===== config.mk =====
export PLATFORM = sky130hd
export DESIGN_NAME = fetch_unit
export DESIGN_NICKNAME = d
export VERILOG_FILES = /design/src/rtl/fetch_unit.sv
export SDC_FILE = /design/constraint.sdc
export NUM_CORES = 1
export LEC_CHECK = 0
export CORE_UTILIZATION = 39
export CTS_CLUSTER_DIAMETER = 50
export CTS_CLUSTER_SIZE = 10
export DETAILED_ROUTE_END_ITERATION = 8
export PLACE_DENSITY = 0.79
export SLEW_MARGIN = 20
export SYNTH_ARGS = -nofsm -noshare
export SYNTH_HDL_FRONTEND = slang
export SYNTH_SLANG_ARGS = --single-unit

===== constraint.sdc =====
create_clock -name clk -period 3 [get_ports clk]
set_input_delay 0.6 -clock clk [delete_from_list [all_inputs] [get_ports clk]]
set_output_delay 0.6 -clock clk [all_outputs]
set_load 0.02 [all_outputs]

===== src/rtl/fetch_unit.sv =====
// Instruction fetch unit: program counter, one-word fetch handshake with instruction memory,
// and field decode of the fetched instruction. OP_JMP is 4'hE and OP_BR is 4'hF.
module fetch_unit #(
    parameter int                   WORD_SIZE = 16,
    parameter int                   NIB_SIZE  = 4,
    parameter logic [WORD_SIZE-1:0] RESET_PC  = '0
) (
    input  logic                 clk,
    input  logic                 rst_n,
    input  logic                 do_fetch_i,
    input  logic                 do_next_i,
    input  logic                 br_cond_i,
    input  logic [WORD_SIZE-1:0] jmp_target_i,
    output logic [WORD_SIZE-1:0] imem_addr_o,
    output logic                 imem_req_o,
    input  logic                 imem_ack_i,
    input  logic [WORD_SIZE-1:0] imem_data_i,
    output logic [WORD_SIZE-1:0] pc_o,
    output logic [NIB_SIZE-1:0]  opcode_o,
    output logic [NIB_SIZE-1:0]  rd_o,
    output logic [NIB_SIZE-1:0]  ra_o,
    output logic [NIB_SIZE-1:0]  rb_o,
    output logic [7:0]           imm8_o,
    output logic                 isaluop_o,
    output logic                 fetch_busy_o
);

    localparam logic [1:0] ST_IDLE = 2'd0;
    localparam logic [1:0] ST_REQ  = 2'd1;
    localparam logic [1:0] ST_DONE = 2'd2;

    localparam logic [NIB_SIZE-1:0] OP_JMP = NIB_SIZE'(14);
    localparam logic [NIB_SIZE-1:0] OP_BR  = NIB_SIZE'(15);

    logic [1:0]           state_q, state_d;
    logic [WORD_SIZE-1:0] pc_q, pc_d;
    logic [WORD_SIZE-1:0] ir_q, ir_d;
    logic [WORD_SIZE-1:0] imm_ext;
    logic [WORD_SIZE-1:0] pc_next;

    assign opcode_o  = ir_q[WORD_SIZE-1 -: NIB_SIZE];
    assign rd_o      = ir_q[3*NIB_SIZE-1 -: NIB_SIZE];
    assign ra_o      = ir_q[2*NIB_SIZE-1 -: NIB_SIZE];
    assign rb_o      = ir_q[NIB_SIZE-1:0];
    assign imm8_o    = ir_q[7:0];
    assign isaluop_o = ~opcode_o[NIB_SIZE-1];

    assign imem_addr_o  = pc_q;
    assign pc_o         = pc_q;
    assign imem_req_o   = (state_q == ST_REQ);
    assign fetch_busy_o = (state_q == ST_REQ);

    // Branch offset is a signed 8-bit displacement; wraparound falls out of fixed-width adds.
    assign imm_ext = {{(WORD_SIZE-8){ir_q[7]}}, ir_q[7:0]};

    always_comb begin
        if (opcode_o == OP_JMP) begin
            pc_next = jmp_target_i;
        end else if ((opcode_o == OP_BR) && br_cond_i) begin
            pc_next = pc_q + imm_ext;
        end else begin
            pc_next = pc_q + WORD_SIZE'(1);
        end
    end

    always_comb begin
        state_d = state_q;
        pc_d    = pc_q;
        ir_d    = ir_q;
        case (state_q)
            ST_IDLE: begin
                // A same-cycle do_next lands before the request, so the fetch uses the new pc.
                if (do_next_i) begin
                    pc_d = pc_next;
                end
                if (do_fetch_i) begin
                    state_d = ST_REQ;
                end
            end
            ST_REQ: begin
                if (imem_ack_i) begin
                    ir_d    = imem_data_i;
                    state_d = ST_DONE;
                end
            end
            ST_DONE: begin
                state_d = ST_IDLE;
                if (do_next_i) begin
                    pc_d = pc_next;
                end
            end
            default: begin
                state_d = ST_IDLE;
            end
        endcase
    end

    always_ff @(posedge clk) begin
        if (!rst_n) begin
            state_q <= ST_IDLE;
            pc_q    <= RESET_PC;
            ir_q    <= '0;
        end else begin
            state_q <= state_d;
            pc_q    <= pc_d;
            ir_q    <= ir_d;
        end
    end

endmodule


; ---- Word level (Yosys, flattened, before mapping)
; Index checks and enable logic that the tools add are counted.
[word_totals]
regBits = 34
latchBits = 0
mem_bits_rw = 0
mem_bits_ro = 0
in_bits = 38
wordCells = 23
n_memories = 0
[op_classes]
n_addsub = 2
mul = 0
div = 0
n_lt_le_gt_ge = 0
eq_ne = 6
shift = 0
muxes = 5
bitwise_logic = 1
n_reduce_logical = 6
[ops]
columns = operator, count
row1 = 16-bit two-way mux, 2
row2 = 16-bit by 1-bit adder with 16-bit output (second input constant), 1
row3 = 16-bit adder, 1
row4 = 4-bit equality test (second input constant), 2
row5 = 2-bit AND reduction, 3
row6 = 2-bit two-way mux, 2
row7 = 2-bit != test (second input constant), 2
row8 = 2-bit case mux with 2 select lines, 1
row9 = 2-bit by 1-bit equality test with 1-bit output (second input constant), 1
row10 = 2-bit equality test (second input constant), 1
row11 = 2-bit logical NOT, 1
row12 = 2-bit OR reduction, 1
row13 = 1-bit logical AND, 1
row14 = 1-bit inverter, 1

; ---- Longest topological paths before layout
[logic_depth]
word_depth = 4
depth_mapped = 12

; ---- Worst setup path before layout
; No wires, ideal clock.
[synth_path]
path_type = flip-flop to flip-flop
start = reg ir_q[15]
end = reg pc_q[12] (netlist: imem_addr_o[12])
setup_ps = 126
arrival_time_ps = 3002
required_ps = 2874
setup_slack_ps = -128
stages_incl_launch_ff = 13
n_path_buf = 1
cell_sequence = dfxtp_1 > and3_1 > clkbuf_1 > and3_1 > nand2b_1 > ha_1 > fa_1 > a21o_1 > a221o_1 > a2111oi_0 > a311oi_1 > o211ai_1 > o21ai_0
[synth_via]
elab_chain_cells = 4
[synth_rtl]
columns = item, line
row1 = from (decl), 37  ; logic [WORD_SIZE-1:0] ir_q, ir_d;
row2 = from (signal assigned), 106  ; ir_q <= ir_d;
row3 = 4-bit equality test, 59  ; end else if ((opcode_o == OP_BR) && br_cond_i) begin
row4 = 1-bit logical AND, 59
row5 = 16-bit two-way mux, 59
row6 = 16-bit two-way mux *, 57  ; if (opcode_o == OP_JMP) begin
row7 = to (signal assigned), 105  ; pc_q <= pc_d;
row8 = to (decl), 36  ; logic [WORD_SIZE-1:0] pc_q, pc_d;
; Every way passes the cells marked *; elsewhere a longest branch is shown, timed or not.
; A chain may end at the register's enable or synchronous reset.

; ---- Worst setup path after layout
[layout_path]
start = in br_cond_i
end = reg pc_q[14] (netlist: imem_addr_o[14])
[layout_via]
elab_chain_cells = 3
[layout_rtl]
columns = item, line
row1 = from (decl), 12  ; input logic br_cond_i,
row2 = 1-bit logical AND, 59
row3 = 16-bit two-way mux, 59
row4 = 16-bit two-way mux, 57
; Every way passes these cells.

==> out/results.tsv <==
stage	metric	value	unit
global_route	track_usage	0.238	
finish	final_common_cell	clkdlybuf4s50_1	
sta	fin_tns_setup	0	ps
clocking	htree_num_levels	2	
clocking	path_clk_slew	80	ps
sta	period_share	0.977	
yosys	synthesis.area	2360	um2
place	dp_hpwl	5330	um
outcome	outcome	completed	
sta	clock_skew	10.1	ps
global_route	grt_pass1_wl	12000	um
die	die-width	79.8	um
place	place_inst	470	
yosys	synth-edff-count	0	
clocking	cts_buffers	5	
drt	first_pass_iters	4	
setup_path	r2r_slack	100	ps
clocking	cts_sinks	34	
yosys	synth_simple_gate_area_frac	0.290	
setup_path	required	3220	ps
setup_path	critical_path_class	in -> reg	
yosys	synth-compound-area-share	0.238	
place	portBuffers	96	
finish	multi_input_area	1530	um2
worst_hold_path	hold_path_depth	1	
clocking	cts_tree	built	
sta	fin_crit	2930	ps
yosys	synth_top_family_by_area	simple AND/OR/NAND/NOR gates	
setup_path	arrival	3150	ps
yosys	muxShareOfSynthArea	0.00424	
yosys	syn_area_per_cell	7.34	um2
drt	drc	0	
power	vdd_drop_max	0.278	mV
die	core_area	5680	um2
setup_path	slowest_delay	500	ps
sta	drv_slew	0	
die	die_height	79.8	um
sta	fmax	341	MHz
die	start_util	0.416	
yosys	yosys.area_share.adder	0.0456	
sta	relSlewSlack	0.597	
worst_hold_path	min-delay-path-class	reg -> reg	
drt	ant_nets	0	
setup_path	critPathLaunchType	input port	
setup_path	r2r_cells	11	
finish	finalNonFillerCells	479	
finish	layout_common_cells	clkdlybuf4s50_1 (95), nand2_1 (58), dfxtp_1 (31)	
clocking	clk_latency	300	ps
global_route	grt_pass1_vias	2537	
die	rows	27	
sta	setup_viol	0	
setup_path	critPathMaxFanout	4	
drt	wl	7400	um
sta	rsz0062_at_grt	yes	
yosys	netlist_instances	322	
drt	wl_per_cell	15.5	um
die	ios	97	
finish	regArea	684	um2
yosys	ys_seq_area_frac	0.288	
global_route	antenna_found_initial	0	
place	place.gp.congestion	0.888	
setup_path	cpMostUsedCell	and3_4	
yosys	synth-seq-cells	34	
setup_path	critPathCaptureType	register	
yosys	yosys_warnings	0	
sta	worst_pin_slew	603	ps
drt	drt_iter0_drc	205	
power	pwr_density_cell	352	nW/um2
drt	avgViaCountPerCell	5.47	
clocking	clk_path_buf_depth	2	
drt	vias	2619	
yosys	synth_xor_area_frac	0.0148	
finish	n_fill_cell	517	
yosys	ys_dominant_reg_cell	dfxtp_1	
finish	num_antenna_cells	0	
finish	drive_above_1_share	0.152	
clocking	cts-hold-fix-buffers	0	
finish	final_nets	452	
yosys	syn-num-nets	368	
setup_path	worstPathCellList	dlygate4sd2_1 -> and3_4 -> buf_4 -> and2_1 -> ha_4 -> and3_4 -> a221o_1 -> a41o_2 -> o22ai_2 -> or4_1 -> a31oi_1	
run	maxCapViolations	0	
sta	final_hold_viol_count	0	
yosys	yosys.cell_types.count	48	
clocking	ctsRootBufferMaster	clkbuf_8	
yosys	async_reset_ff_frac	0	
die	dieArea	6370	um2
global_route	gr-total-overflow	0	
power	p_leak	1.35	nW
global_route	grt_max_degree	26	
setup_path	cp_slowest_cell	or4_1	
finish	area.growth.synth_to_final	52.4	%
-- cell usage after synthesis, types with 2 or more instances --
master    count  share of area
nand2b_1      3         0.0079
nand2_1      59          0.094
xnor2_1       3          0.011
a221o_1       2         0.0085
o21ai_0      14          0.030
a2111o_1      2         0.0095
o21a_1        2         0.0064
dfxtp_1      34           0.29
or3_1         4          0.011
ha_1          7          0.037
inv_1         4         0.0064
or2_2         4          0.011
o211ai_1      6          0.019
clkbuf_1     18          0.029
nand3_1      12          0.025
nor2b_1       3         0.0079
nor4_1        4          0.011
nor3_1        8          0.017
and3_1       10          0.026
a41oi_1       2         0.0074
and2_1        7          0.019
buf_4        25          0.079
a21oi_1      26          0.055
a311oi_1      6          0.022
or4_1         2         0.0064
nand4_1       3         0.0079
a211oi_1      5          0.016
a21o_1        3         0.0095
nor2_1       19          0.030
a31oi_1       7          0.019
-- worst max-delay path: cells and delay by family --
family,cells,cell delay (ps)
compound gates,4,810
simple gates,4,1060
buf+inv,2,380
fa+ha+maj,1,300
-- metrics by stage --
step           worst slack, ps  power (mW)  area [um2]   util  hold slack (ps)
6_report                  68.3        1.27        3600  0.634              447
5_1_grt                  -40.9        1.31        3600  0.634              462
4_1_cts                   59.3        1.26        3560  0.628              440
3_5_place_dp              -535       0.738        3340  0.588              425
3_3_place_gp              -485       0.732        3340  0.588              415
2_1_floorplan             51.0       0.616        2370      -              402
-- layout make-up --
type,count,area share
well taps,72,0.0250
multi-input cells,240,0.424
clock inverters,3,0.0191
clock buffers,5,0.0191
flip-flops and latches,34,0.190
repair buffers,121,0.319
inverters,4,0.00417
-- registers in the layout (all words and copies together) (netlist names) --
name,cells
imem_addr_o,16
ir_q,16
state_q,2
-- where the power goes --
part	internal, mW	switching, mW
registers	0.468	0.0194
clock network	0.333	0.195
logic	0.132	0.120
total	0.933	0.333
-- logic make-up after synthesis --
logic type	Yosys count
buffers and inverters	48
and+or+nand+nor	142
AOI/OAI and AO/OA	85
xor gates and xnor gates	4
DFF	34
adders and majority gates	8
muxes	1
-- per-layer routing --
metal,track usage,up-vias,routed length (um)
met5,0,-,0
met4,0.0714,0,110
met3,0.0629,13,556
met2,0.404,108,3470
met1,0.293,1200,3260
li1,-,1298,-
-- timing repair --
action | 4_1_cts | 5_1_grt
pin swaps | 6 | 7
buffers inserted | 1 | 0
gates resized for setup | 13 | 9
setup endpoints to repair | 9 | 7
cloned | 0 | 0
-- final timing paths --
kind | to | from
worst max register to register | imem_addr_o[14] | ir_q[14]
worst min register to register | state_q[0] | state_q[1]
worst max-delay path | imem_addr_o[14] | br_cond_i
worst min-delay path | state_q[0] | state_q[1]
Power figures use the tool's default switching activity.
